**config.mk**
```make
export PLATFORM = sky130hd
export DESIGN_NAME = nfifo2mem_rd_sched
export DESIGN_NICKNAME = d
export VERILOG_FILES = /design/src/rtl/nfifo2mem_sched_pkg.sv /design/src/rtl/nfifo2mem_rr_arb.sv /design/src/rtl/nfifo2mem_rd_sched.sv
export SDC_FILE = /design/constraint.sdc
export NUM_CORES = 1
export LEC_CHECK = 0
export CAP_MARGIN = 10
export CORE_MARGIN = 2
export CORE_UTILIZATION = 49
export CTS_CLUSTER_SIZE = 8
export DETAILED_ROUTE_END_ITERATION = 8
export GPL_TIMING_DRIVEN = 0
export PLACE_DENSITY = 0.82
export SLEW_MARGIN = 25
export SYNTH_ARGS = -nofsm -noshare
export SYNTH_HDL_FRONTEND = slang
export SYNTH_SLANG_ARGS = --single-unit
```
**constraint.sdc**
```tcl
create_clock -name CLK -period 2.3 [get_ports CLK]
set_clock_uncertainty 0.1 [all_clocks]
set_input_delay 0.46 -clock CLK [delete_from_list [all_inputs] [get_ports CLK]]
set_output_delay 0.46 -clock CLK [all_outputs]
set_load 0.03 [all_outputs]
```
**src/rtl/nfifo2mem_sched_pkg.sv**
```systemverilog
// Shared types and width helpers for the NFIFO2MEM read scheduler.
package nfifo2mem_sched_pkg;

   typedef enum logic {S_IDLE, S_BURST} state_t;

   localparam int unsigned DEF_FLOWS       = 4;
   localparam int unsigned DEF_BURST       = 8;
   localparam int unsigned DEF_MEM_LATENCY = 1;

   // Ceiling log2; log2(1) = 0.
   function automatic int unsigned log2(input int unsigned n);
      int unsigned r;
      r = 0;
      for (int unsigned i = 0; i < 32; i++) begin
         if ((32'd1 << i) < n) r = i + 1;
      end
      return r;
   endfunction

   function automatic int unsigned addr_w(input int unsigned flows);
      return log2(flows);
   endfunction

   function automatic int unsigned cnt_w(input int unsigned burst);
      return log2(burst) + 1;
   endfunction

   localparam int unsigned DEF_AW = addr_w(DEF_FLOWS);
   localparam int unsigned DEF_CW = cnt_w(DEF_BURST);

endpackage

```
**src/rtl/nfifo2mem_rr_arb.sv**
```systemverilog
// Combinational rotating-priority arbiter: the search starts at ptr+1 and wraps,
// so the flow held in ptr is considered last.
module nfifo2mem_rr_arb #(
   parameter int unsigned FLOWS = 4,
   parameter int unsigned AW    = 2
) (
   input  logic [FLOWS-1:0] req,
   input  logic [AW-1:0]    ptr,
   output logic [AW-1:0]    gnt_idx,
   output logic             gnt_vld
);

   logic [AW-1:0] w_idx;

   always_comb begin
      gnt_idx = '0;
      gnt_vld = 1'b0;
      w_idx   = '0;
      for (int unsigned i = 1; i <= FLOWS; i++) begin
         w_idx = ptr + AW'(i);
         if (!gnt_vld && req[w_idx]) begin
            gnt_idx = w_idx;
            gnt_vld = 1'b1;
         end
      end
   end

endmodule

```
**src/rtl/nfifo2mem_rd_sched.sv**
```systemverilog
// Round-robin burst read scheduler for the shared NFIFO2MEM memory, with a
// flow tag delayed to line up with the memory read latency.
module nfifo2mem_rd_sched
   import nfifo2mem_sched_pkg::*;
#(
   parameter  int unsigned FLOWS       = DEF_FLOWS,
   parameter  int unsigned BURST       = DEF_BURST,
   parameter  int unsigned MEM_LATENCY = DEF_MEM_LATENCY,
   localparam int unsigned AW          = addr_w(FLOWS),
   localparam int unsigned CW          = cnt_w(BURST)
) (
   input  logic             CLK,
   input  logic             RESET,
   input  logic [FLOWS-1:0] EMPTY,
   input  logic [FLOWS-1:0] MASK,
   input  logic             DST_RDY,
   output logic             READ,
   output logic [AW-1:0]    BLOCK_ADDR,
   output logic             TAG_VLD,
   output logic [AW-1:0]    TAG,
   output logic             BUSY
);

   state_t                 r_state, w_next_state;
   logic [AW-1:0]          r_ptr, r_addr;
   logic [CW-1:0]          r_cnt;
   logic [FLOWS-1:0]       w_req;
   logic [AW-1:0]          w_gnt_idx;
   logic                   w_gnt_vld;
   logic                   w_read;
   logic                   w_burst_end;
   logic [MEM_LATENCY-1:0] r_tag_vld;
   logic [AW-1:0]          r_tag [MEM_LATENCY];

   assign w_req = ~EMPTY & MASK;

   nfifo2mem_rr_arb #(
      .FLOWS (FLOWS),
      .AW    (AW)
   ) u_arb (
      .req     (w_req),
      .ptr     (r_ptr),
      .gnt_idx (w_gnt_idx),
      .gnt_vld (w_gnt_vld)
   );

   always_comb begin
      w_next_state = r_state;
      w_read       = 1'b0;
      w_burst_end  = 1'b0;
      case (r_state)
         S_IDLE: begin
            if (w_gnt_vld) w_next_state = S_BURST;
         end
         S_BURST: begin
            w_read      = DST_RDY & ~EMPTY[r_addr] & MASK[r_addr];
            w_burst_end = (w_read && (r_cnt == CW'(BURST - 1))) ||
                          EMPTY[r_addr] || !MASK[r_addr];
            if (w_burst_end) w_next_state = S_IDLE;
         end
         default: w_next_state = S_IDLE;
      endcase
   end

   always_ff @(posedge CLK or posedge RESET) begin
      if (RESET) begin
         r_state <= S_IDLE;
         r_ptr   <= AW'(FLOWS - 1);
         r_addr  <= '0;
         r_cnt   <= '0;
      end else begin
         r_state <= w_next_state;
         if (r_state == S_IDLE && w_gnt_vld) begin
            r_addr <= w_gnt_idx;
            r_ptr  <= w_gnt_idx;
            r_cnt  <= '0;
         end else if (w_read) begin
            r_cnt <= r_cnt + 1'b1;
         end
      end
   end

   // Free-running tag pipe: never stalls, and reset discards reads in flight.
   always_ff @(posedge CLK or posedge RESET) begin
      if (RESET) begin
         r_tag_vld <= '0;
         for (int unsigned k = 0; k < MEM_LATENCY; k++) r_tag[k] <= '0;
      end else begin
         r_tag_vld[0] <= w_read;
         r_tag[0]     <= r_addr;
         for (int unsigned k = 1; k < MEM_LATENCY; k++) begin
            r_tag_vld[k] <= r_tag_vld[k-1];
            r_tag[k]     <= r_tag[k-1];
         end
      end
   end

   assign READ       = w_read;
   assign BLOCK_ADDR = r_addr;
   assign BUSY       = (r_state == S_BURST);
   assign TAG_VLD    = r_tag_vld[MEM_LATENCY-1];
   assign TAG        = r_tag[MEM_LATENCY-1];

endmodule
```
==> results by stage <==
Outcome:
- The run finished with clean final reports.

Place:
- The cell area after placement is 847 um2.
- The quantity of I/O buffers inserted on ports is 17.
- The half-perimeter wire length of the detailed placement result is 996 um.
- The final weighted congestion of routability-driven global placement is 0.759.

Synthesis:
- The number of instances in the synthesized netlist is 62.
- During synthesis, Yosys emitted a total of 0 warnings.
- The mean area per synthesized cell is 10.6 um2.
- The post-synthesis net count is 74.
- The synthesized design contains 0 enable-type register cells.
- In this run the cell area of the synthesized design comes to 658 um2.
- The post-synthesis register bit count is 12.
- The most used flip-flop cell after synthesis is sky130_fd_sc_hd__dfrtp_1.
- Sequential elements use 46.0% of the synthesized area.
- Counting distinct cell types in the post-synthesis netlist gives 29.
- In the synthesized netlist the async set-or-reset flop fraction comes to 100%.

Timing:
- For this run, the top clock speed supported by timing is 453 MHz.
- The count of endpoints failing hold in the final timing report is 0.
- The share of the clock period used by the worst path after layout is 96.0%.
- The final critical delay including setup and external delays is 2210 ps.
- For the final routed database, the setup TNS stands at 0 ps.
- Setup repair after global routing left no endpoint under its margin.
- The max-slew violation total from the final report came to 0.
- The worst pin sits at a relative slew slack of 61.1%.
- The final-layout worst hold slack is 356 ps.
- The transition time at the pin with the least slew margin is 577 ps.
- The number of endpoints failing setup at the final stage is 0.

Clock network:
- The total number of clock tree sinks is 12.
- The CTS tree is built.
- CTS placed an instance of sky130_fd_sc_hd__clkbuf_4 at the clock tree root.
- The number of hold buffers added after cts is 0.
- The number of levels in the clock H-tree is 1.
- After clock tree synthesis, the clock-pin slew on the worst setup and hold paths is 60 ps.
- The clock latency on the worst-skew pair is 260 ps.
- In this run the deepest clock path goes through 2 buffers.
- The number of buffers created by CTS is 3.

Setup path:
- The buffer and inverter count on the worst path is 3.
- The critical path's largest stage delay is 510 ps.
- In this run the worst path has a maximum fanout of 4.
- The slowest stage of the critical path is the sky130_fd_sc_hd__mux4_2 cell.
- Data arrives at the worst endpoint at 1650 ps.
- The critical path goes through dlygate4sd2_1, nor2b_4, mux4_2, nand3_4, inv_2, buf_6.
- The kind of start point of the critical path is a primary input.
- The critical path is of the primary input to primary output type.
- The worst setup path is captured at a primary output.
- Among cell families on the critical path, the largest total delay comes from multiplexers.
- The data required time at the worst endpoint is 1740 ps.

Worst hold path:
- The worst hold path belongs to the class flip-flop to flip-flop.

GRT:
- The number of global-route vias before repair is 575.
- The combined global-route utilization of all metal layers is 21.5%.
- The first global-routing pass estimated 2.28 mm of wire.
- For this run the aggregate overflow at the end of global routing stands at 0.
- The number of antenna violations at the first check in global routing is 0.
- Entering global routing, the biggest net connects 13 pins.

Route:
- In the routed design, unresolved DRC markers number 0.
- The overall via count from detail_route is 584.
- The number of DRC markers in iteration 0 is 20.
- After detailed routing, the average wire length per cell comes to 13.9 um.
- After detailed routing, the total wire length is 1.39 mm.
- The number of search-and-repair iterations in the first detailed-routing pass is 4.
- The detail route stage leaves a number of antenna-violating nets equal to 0.
- After detailed routing, the number of vias per cell comes to 5.84.

Power:
- Across the VDD grid, the largest voltage drop is 701 uV.
- The total power is 941 uW.
- The power density over the cells is 1040 nW/um2.
- In this run the static leakage power is 0.426 nW.

Die:
- The overall die height is 40.7 um.
- The number of placed I/O pins is 18.
- The floorplan has 13 rows.
- The initial core utilization is 51.2%.
- The die width is 40.7 um.
- The full die area is 1650 um2.
- The floorplan step defined a core boundary enclosing 1280 um2.

Layout:
- The sequential cells in the finished layout cover a total of 303 um2.
- The net count reported at finish is 99.
- The multi-input combinational cells in the finished layout cover a total of 355 um2.
- Summing all non-filler instances in the final layout gives an area of 906 um2.
- Cells with a size suffix above 1 make up 20.0% of the layout.
- The filler cells instantiated in the layout total 106.
- The number of antenna diodes in the final layout is 0.
- The post-synthesis to final-layout area growth is 37.6%.

Run:
- Across the run, the number of max-cap violations was 0.
==> flip-flops by register name (all words and copies together), names as in the netlist <==
register    flops
r_cnt           4
TAG_VLD         1
BUSY            1
BLOCK_ADDR      2
TAG             2
r_ptr           2
==> through the flow <==
| stage | util, % | cells | worst slack, ps |
|---|---|---|---|
| after CTS | 70.5 | 100 | 103 |
| after detailed placement | 65.9 | 94 | -662 |
| after global routing | 70.5 | 100 | 49.7 |
| final | 70.5 | 100 | 91.3 |
| after global placement | 65.9 | 94 | -657 |
| after floorplan | - | 62 | 343 |
==> what timing repair did <==
item	CTS	global route
setup endpoints to repair	1	0
setup buffers	3	0
gates resized for setup	21	0
==> kinds of logic after synthesis <==
group,count (synthesis),share of synthesized area (%)
AOI/OAI and AO/OA,13,15.0
muxes,5,9.51
and+or+nand+nor,25,24.1
DFF,12,46.0
adders and majority gates,1,1.90
buffers and inverters,6,3.42
==> path summary, 6_finish.rpt <==
path	endpoint	depth (start not counted)	startpoint	slack (ps)
max reg2reg	r_cnt[3]	4	BLOCK_ADDR[1]	650
min	TAG[0]	0	BLOCK_ADDR[0]	360
max in group asynchronous	r_ptr[0]	2	RESET	1370
max	READ	6	MASK[3]	90
min in group asynchronous	r_cnt[2]	2	RESET	400
min reg2reg	TAG[0]	0	BLOCK_ADDR[0]	360
==> report_power, final <==
| group | leakage (nW) | total, mW | switching (mW) | internal [mW] |
|---|---|---|---|---|
| Sequential | 0.146 | 0.366 | 0.0679 | 0.298 |
| Combinational | 0.266 | 0.454 | 0.256 | 0.198 |
| Clock | 0.0138 | 0.122 | 0.0612 | 0.0605 |
| Total | 0.426 | 0.941 | 0.385 | 0.557 |
==> cell type report <==
type                    count  area share, %
plain buffers               1          0.414
clock buffers               3           2.49
inverters                   5           2.07
multi-input cells          44           39.2
flip-flops and latches     12           33.4
well taps                  15           2.07
repair buffers             20           20.3
==> layout by cell type, fill, tap and decap left out <==
cell | Yosys | routed
sky130_fd_sc_hd__dfrtp_1 | 10 | 10
sky130_fd_sc_hd__clkdlybuf4s50_1 | 0 | 8
sky130_fd_sc_hd__dlygate4sd2_1 | 0 | 8
sky130_fd_sc_hd__nand2_1 | 5 | 5
sky130_fd_sc_hd__inv_1 | 5 | 4
sky130_fd_sc_hd__nor2b_4 | 2 | 4
sky130_fd_sc_hd__mux2i_1 | 4 | 4
sky130_fd_sc_hd__nor2_1 | 3 | 3
sky130_fd_sc_hd__nand2b_1 | 3 | 3
sky130_fd_sc_hd__clkbuf_4 | 0 | 3
sky130_fd_sc_hd__buf_4 | 0 | 3
sky130_fd_sc_hd__nand4_1 | 2 | 2
sky130_fd_sc_hd__nor3b_1 | 2 | 2
sky130_fd_sc_hd__a21oi_1 | 2 | 2
sky130_fd_sc_hd__o21ai_0 | 2 | 2
sky130_fd_sc_hd__a311oi_1 | 2 | 2
sky130_fd_sc_hd__o21a_1 | 2 | 2
sky130_fd_sc_hd__dfstp_2 | 2 | 2
sky130_fd_sc_hd__clkbuf_1 | 1 | 1
sky130_fd_sc_hd__o41ai_2 | 1 | 1
sky130_fd_sc_hd__mux4_2 | 1 | 1
sky130_fd_sc_hd__nand3_4 | 0 | 1
sky130_fd_sc_hd__and3_1 | 1 | 1
sky130_fd_sc_hd__a211oi_1 | 1 | 1
sky130_fd_sc_hd__nor3_1 | 1 | 1
sky130_fd_sc_hd__or4_1 | 1 | 1
sky130_fd_sc_hd__inv_2 | 0 | 1
sky130_fd_sc_hd__nand4b_1 | 1 | 1
sky130_fd_sc_hd__nand3_1 | 1 | 1
sky130_fd_sc_hd__a31oi_1 | 1 | 1
sky130_fd_sc_hd__a22oi_1 | 1 | 1
sky130_fd_sc_hd__o221ai_1 | 1 | 1
sky130_fd_sc_hd__ha_1 | 1 | 1
sky130_fd_sc_hd__buf_6 | 0 | 1
==> synth_stat cells (all sizes together) (2+ instances only) <==
cell type	count	share of area, %
a311oi	2	2.7
dfstp	2	8.0
o21ai	2	1.5
nor2b	4	6.1
nand2	5	2.9
nand4	2	1.9
nand3	2	2.3
o21a	2	2.3
a21oi	2	1.5
nand2b	3	2.9
nor2	3	1.7
dfrtp	10	38
inv	5	2.9
nor3b	2	2.3
mux2i	4	6.1
==> layer usage <==
| layer | global-route usage (%) | share of wire [%] | vias up |
|---|---|---|---|
| met3 | 10.9 | 8.8 | 5 |
| met5 | 0 | 0 | - |
| li1 | - | - | 272 |
| met1 | 25.0 | 41 | 272 |
| met4 | 10.0 | 1.1 | 0 |
| met2 | 32.5 | 49 | 35 |
(Power assumes the default switching activity.)
